==> src/rtl/npu_output_packer.sv <==
// -----------------------------------------------------------------------------
// npu_output_packer
//
// Drains 32-bit result words from the NPU output FIFO, packs PACK consecutive
// words into one wide RAM word (first word in the LSBs) and writes it to the
// result RAM at a self-generated address that wraps from LAST_ADDR back to
// BASE_ADDR. A flush request emits a partially filled word with the unfilled
// lanes zero.
//
// Ports
//   clk         rising-edge clock
//   reset       synchronous, active-high
//   fifo_empty  output FIFO empty
//   fifo_data   FIFO read data, valid the cycle after fifo_rd_en
//   fifo_rd_en  FIFO read strobe
//   flush       single-cycle request to emit the partial word
//   ram_ready   RAM accepts a write this cycle
//   ram_we      write valid, held until accepted
//   ram_addr    write address
//   ram_data    packed write data
//   frame_done  one-cycle pulse the cycle after a flush executes
//   wrap        one-cycle pulse after an accepted write at LAST_ADDR
// -----------------------------------------------------------------------------

// One lane of the pack register. nxt is the lane contents including a word
// being captured this cycle, so a completing pack can be forwarded straight
// into the output register.
module npu_output_packer_lane #(
   parameter int IN_W = 32
) (
   input  logic            clk,
   input  logic            reset,
   input  logic            clear,
   input  logic            load,
   input  logic [IN_W-1:0] d,
   output logic [IN_W-1:0] q,
   output logic [IN_W-1:0] nxt
);

   assign nxt = load ? d : q;

   // clear wins over load: the last lane of a completing pack is forwarded
   // through nxt and must not linger in the register.
   always_ff @(posedge clk) begin
      if (reset || clear) q <= '0;
      else if (load)      q <= d;
   end

endmodule

module npu_output_packer #(
   parameter int                IN_W      = 32,
   parameter int                PACK      = 2,
   parameter int                ADDR_W    = 16,
   parameter logic [ADDR_W-1:0] BASE_ADDR = '0,
   parameter logic [ADDR_W-1:0] LAST_ADDR = {ADDR_W{1'b1}}
) (
   input  logic                 clk,
   input  logic                 reset,
   input  logic                 fifo_empty,
   input  logic [IN_W-1:0]      fifo_data,
   output logic                 fifo_rd_en,
   input  logic                 flush,
   input  logic                 ram_ready,
   output logic                 ram_we,
   output logic [ADDR_W-1:0]    ram_addr,
   output logic [IN_W*PACK-1:0] ram_data,
   output logic                 frame_done,
   output logic                 wrap
);

   localparam int                LANE_W    = (PACK > 1) ? $clog2(PACK) : 1;
   localparam logic [LANE_W-1:0] LAST_LANE = LANE_W'(PACK - 1);
   localparam logic [LANE_W-1:0] LANE_ONE  = LANE_W'(1);
   localparam logic [ADDR_W-1:0] ADDR_ONE  = ADDR_W'(1);

   logic [LANE_W-1:0]           lane_q;
   logic                        rd_pend_q;
   logic                        out_valid_q;
   logic                        flush_req_q;
   logic                        frame_done_q;
   logic                        wrap_q;
   logic [ADDR_W-1:0]           addr_q;
   logic [IN_W*PACK-1:0]        data_q;

   logic [PACK-1:0][IN_W-1:0]   pack_q;
   logic [PACK-1:0][IN_W-1:0]   pack_nxt;
   logic [PACK-1:0]             lane_hit;

   logic                        capture;
   logic                        complete;
   logic                        flush_exec;
   logic                        partial;
   logic                        accept;
   logic                        at_last;

   // ---------------------------------------------------------------------------
   // Control terms
   // ---------------------------------------------------------------------------
   assign capture    = rd_pend_q;
   assign complete   = rd_pend_q && (lane_q == LAST_LANE);
   // A flush waits for the in-flight word to land and the held output to go,
   // so the partial word always contains every word read before it.
   assign flush_exec = flush_req_q && !rd_pend_q && !out_valid_q;
   assign partial    = flush_exec && (lane_q != '0);
   assign accept     = out_valid_q && ram_ready;
   assign at_last    = (addr_q == LAST_ADDR);

   // Reads stop while an output is held: with PACK >= 2 at most one more word
   // (already in flight) can arrive, so a second pack can never complete on
   // top of an unaccepted one.
   assign fifo_rd_en = !reset && !fifo_empty && !out_valid_q && !flush_req_q;

   // ---------------------------------------------------------------------------
   // Pack register, one instance per lane
   // ---------------------------------------------------------------------------
   for (genvar g = 0; g < PACK; g++) begin : g_lane
      assign lane_hit[g] = capture && (lane_q == LANE_W'(g));

      npu_output_packer_lane #(.IN_W(IN_W)) u_lane (
         .clk   (clk),
         .reset (reset),
         .clear (complete || flush_exec),
         .load  (lane_hit[g]),
         .d     (fifo_data),
         .q     (pack_q[g]),
         .nxt   (pack_nxt[g])
      );
   end

   // ---------------------------------------------------------------------------
   // Lane counter and read tracking
   // ---------------------------------------------------------------------------
   always_ff @(posedge clk) begin
      if (reset) begin
         lane_q    <= '0;
         rd_pend_q <= 1'b0;
      end else begin
         rd_pend_q <= fifo_rd_en;
         if (complete || partial) lane_q <= '0;
         else if (capture)        lane_q <= lane_q + LANE_ONE;
      end
   end

   // ---------------------------------------------------------------------------
   // Output register and write handshake
   // ---------------------------------------------------------------------------
   always_ff @(posedge clk) begin
      if (reset) begin
         out_valid_q <= 1'b0;
         data_q      <= '0;
         addr_q      <= BASE_ADDR;
         wrap_q      <= 1'b0;
      end else begin
         wrap_q <= accept && at_last;
         if (accept) begin
            out_valid_q <= 1'b0;
            addr_q      <= at_last ? BASE_ADDR : addr_q + ADDR_ONE;
         end
         // Loading only happens with out_valid_q low, so it never collides
         // with an accept; set still takes priority for clarity.
         if (complete) begin
            data_q      <= pack_nxt;
            out_valid_q <= 1'b1;
         end else if (partial) begin
            data_q      <= pack_q;
            out_valid_q <= 1'b1;
         end
      end
   end

   // ---------------------------------------------------------------------------
   // Flush request; a second flush while one is pending is absorbed
   // ---------------------------------------------------------------------------
   always_ff @(posedge clk) begin
      if (reset) begin
         flush_req_q  <= 1'b0;
         frame_done_q <= 1'b0;
      end else begin
         frame_done_q <= flush_exec;
         if (flush_exec) flush_req_q <= 1'b0;
         else if (flush) flush_req_q <= 1'b1;
      end
   end

   assign ram_we     = out_valid_q;
   assign ram_addr   = addr_q;
   assign ram_data   = data_q;
   assign frame_done = frame_done_q;
   assign wrap       = wrap_q;

endmodule
==> config.mk <==
export PLATFORM = sky130hd
export DESIGN_NAME = npu_output_packer
export DESIGN_NICKNAME = d
export VERILOG_FILES = /design/src/rtl/npu_output_packer.sv
export SDC_FILE = /design/constraint.sdc
export NUM_CORES = 1
export LEC_CHECK = 0
export CAP_MARGIN = 20
export CORE_ASPECT_RATIO = 0.5
export CORE_MARGIN = 2
export CORE_UTILIZATION = 30
export CTS_CLUSTER_SIZE = 14
export DETAILED_ROUTE_END_ITERATION = 16
export HOLD_SLACK_MARGIN = 0.06
export PLACE_DENSITY = 0.5
export SYNTH_ARGS = -nofsm -noshare
export SYNTH_HDL_FRONTEND = slang
export SYNTH_SLANG_ARGS = --single-unit
==> constraint.sdc <==
create_clock -name clk -period 3.5 [get_ports clk]
set_clock_uncertainty 0.05 [all_clocks]
set_input_delay 0.7 -clock clk [delete_from_list [all_inputs] [get_ports clk]]
set_output_delay 0.7 -clock clk [all_outputs]
set_load 0.02 [all_outputs]
==> flow_summary.yaml <==
layout:
  layout.nets: 732
  final_common_cell: "dfxtp_1"
  diodes: 0
  final_layout_size_suffix_gt1_share_pct: 9.194
  syn2layout_area_growth_pct: 34.62
  utilization_pct: 41.62
  most-common-layout-cells: "dfxtp_1, nand2_1, clkdlybuf4s50_1, nor2_1, a21oi_1"
global_routing:
  first_global_vias: 4165
  grt_pass1_wl_um: 22290
  gr-total-overflow: 0
  grt_usage_pct: 14.65
  grt_start_max_net_pins: 97
  antenna_found_initial: 0
setup_path:
  criticalPathCategory: "in -> out"
  startpoint_type: "input pin"
  required_ns: 2.75
  cp-end-kind: "output port"
  crit_fanout: 2
  cp_slowest_cell: "clkdlybuf4s50_1"
  max_stage_delay_ns: 0.66
  worstPathArrival_ns: 2.03
  worstPathCellList: "clkdlybuf4s50_1 > nor4_1 > clkdlybuf4s50_1"
  path_common_cell: "clkdlybuf4s50_1"
clock_network:
  cts_root_buf: "clkbuf_16"
  cts_resized: 0
  clkTransAtPathRegs_ns: 0.06
  cts_tree: "yes"
  clkLatencyLatePin_ns: 0.41
  post_cts_buffers: 0
  clkSinkCount: 150
  cts-hold-fix-buffers: 0
  cts.htree.levels: 4
  numCtsBuffers: 17
  cts_buffer_depth: 2
sta:
  tightest_slew_ns: 1.075
  post-route-min-period_ns: 2.775
  setup_viol: 0
  fmax_mhz: 360.3
  slew_violations: 0
  rsz0062_at_grt: "false"
  hold_slack_ns: 0.3971
  slew_headroom_pct: 28.30
  fin_tns_setup_ns: 0
  finalCritPeriodShare_pct: 79.29
  finalHoldViolCount: 0
pwr:
  ir_drop_uv: 316.7
  power_w: 0.003763
  p_per_area_mw_per_mm2: 514.6
  p_leak_nw: 2.632
floorplanning:
  start_util_pct: 30.91
  die_x_um: 194.3
  core_area_mm2: 0.01757
  rows: 34
  io_pins: 121
  die_h_um: 99.15
  die_area_mm2: 0.01926
run_status:
  violations: "DRC"
  outcome: "complete, but fails checks"
detailed_routing:
  wl_per_cell_um: 14.37
  vias: 4266
  ant_nets: 0
  first_pass_iters: 10
  viasPerCell: 4.533
  wl_um: 13530
  drt-initial-drc-count: 146
  route.detailed.drc: 6
yosys:
  syn_inst: 596
  avgSynthCellArea_um2: 9.113
  yosysWarnings: 0
  ys_types: 33
  syn_area_mm2: 0.005431
  ys_seq_area_share_pct: 55.29
  synth_nets: 634
  ys_ff_latch: 150
place:
  globalplace.congestion: 0.7253
  detailed_place_hpwl_um: 8040
  port_buffers: 120
job:
  maxCapViolations: 0
worst_hold_path:
  hp-class: "reg -> reg"
## layout make-up
type	instances	area [um^2]
clock inverter	13	108.9
clock buffer	19	442.9
multi-input combinational	401	2218
timing repair buffer	124	1246
tap	234	292.8
sequential	150	3003
fill	1789	10260
## per-layer routing
metal	GRT usage, %	wire length (um)
met1	19.79	6747
met2	23.05	6075
met3	3.764	591
met4	4.793	110
met5	0	0
## metrics by stage
| step | std cells | setup WS (ns) | cell area (um^2) |
|---|---|---|---|
| 2_1_floorplan | 596 | 1.236 | 5431 |
| 3_3_place_gp | 908 | 0.7500 | 6733 |
| 3_5_place_dp | 908 | 0.7263 | 6733 |
| 4_1_cts | 940 | 0.7037 | 7284 |
| 5_1_grt | 941 | 0.6803 | 7312 |
| 6_report | 941 | 0.7249 | 7312 |
## registers in the layout, summed over array words and instances (netlist names)
register and flops:
ram_data 64, lane_q 1, frame_done 1, wrap 1
flush_req_q 1, ram_we 1, g_lane.u_lane.q 64, capture 1
ram_addr 16
## power by group
part | switching, W | leakage (nW) | internal (W)
combinational | 0.000165 | 1.16 | 0.000114
clock | 0.000721 | 0.257 | 0.000990
sequential | 0.0000242 | 1.21 | 0.00175
total | 0.000911 | 2.63 | 0.00285
## cell usage after synthesis
library cell	n	share of area, %
a211oi_1	32	4.4
a21oi_1	48	4.4
a21oi_2	20	3.2
and2_1	2	0.23
and3_1	3	0.35
and4_1	3	0.48
buf_2	18	1.7
buf_4	2	0.28
buf_6	6	1.2
clkbuf_1	19	1.3
dfxtp_1	150	55
ha_1	1	0.23
mux2i_1	32	5.9
nand2_1	132	9.1
nand2b_1	2	0.23
nand3_1	6	0.55
nand3_2	1	0.18
nand4_1	9	1.0
nor2_1	80	5.5
nor2b_1	2	0.23
nor2b_2	1	0.16
nor2b_4	1	0.25
nor3_1	1	0.092
nor4_1	2	0.23
nor4b_1	1	0.16
o211ai_1	1	0.14
o21a_1	1	0.14
o21ai_0	2	0.18
o21ai_1	1	0.092
o21bai_1	1	0.14
or3_1	2	0.23
or3b_1	1	0.16
xor2_1	13	2.1
## worst paths after layout
path | slack, ns | cells past startpoint | endpoint | start
worst max register to register | 1.42 | 4 | g_lane[1].u_lane.q[2]$_SDFFE_PP0P_ | ram_we$_SDFFE_PP0P_
worst min-delay path | 0.40 | 2 | ram_data[8]$_SDFFE_PP0P_ | g_lane[0].u_lane.q[8]$_SDFF_PP0_
worst min register to register | 0.40 | 2 | ram_data[8]$_SDFFE_PP0P_ | g_lane[0].u_lane.q[8]$_SDFF_PP0_
worst max-delay path | 0.72 | 3 | fifo_rd_en | fifo_empty
## kinds of logic (layout without fill, tap and decap cells)
kind of cell / after synthesis / after routing / share of synthesized area, %
compound gates: 106 / 106 / 12.76
xor+xnor: 13 / 13 / 2.096
fa+ha+maj: 1 / 1 / 0.2303
buf+inv: 45 / 156 / 4.492
flops: 150 / 150 / 55.29
mux: 32 / 32 / 5.897
simple gates: 249 / 249 / 19.24
## worst max-delay path, delay by kind of cell
family,cells,cell delay [ns]
buf+inv,2,1.07
simple gates,1,0.25
Power figures use the tool's default switching activity.
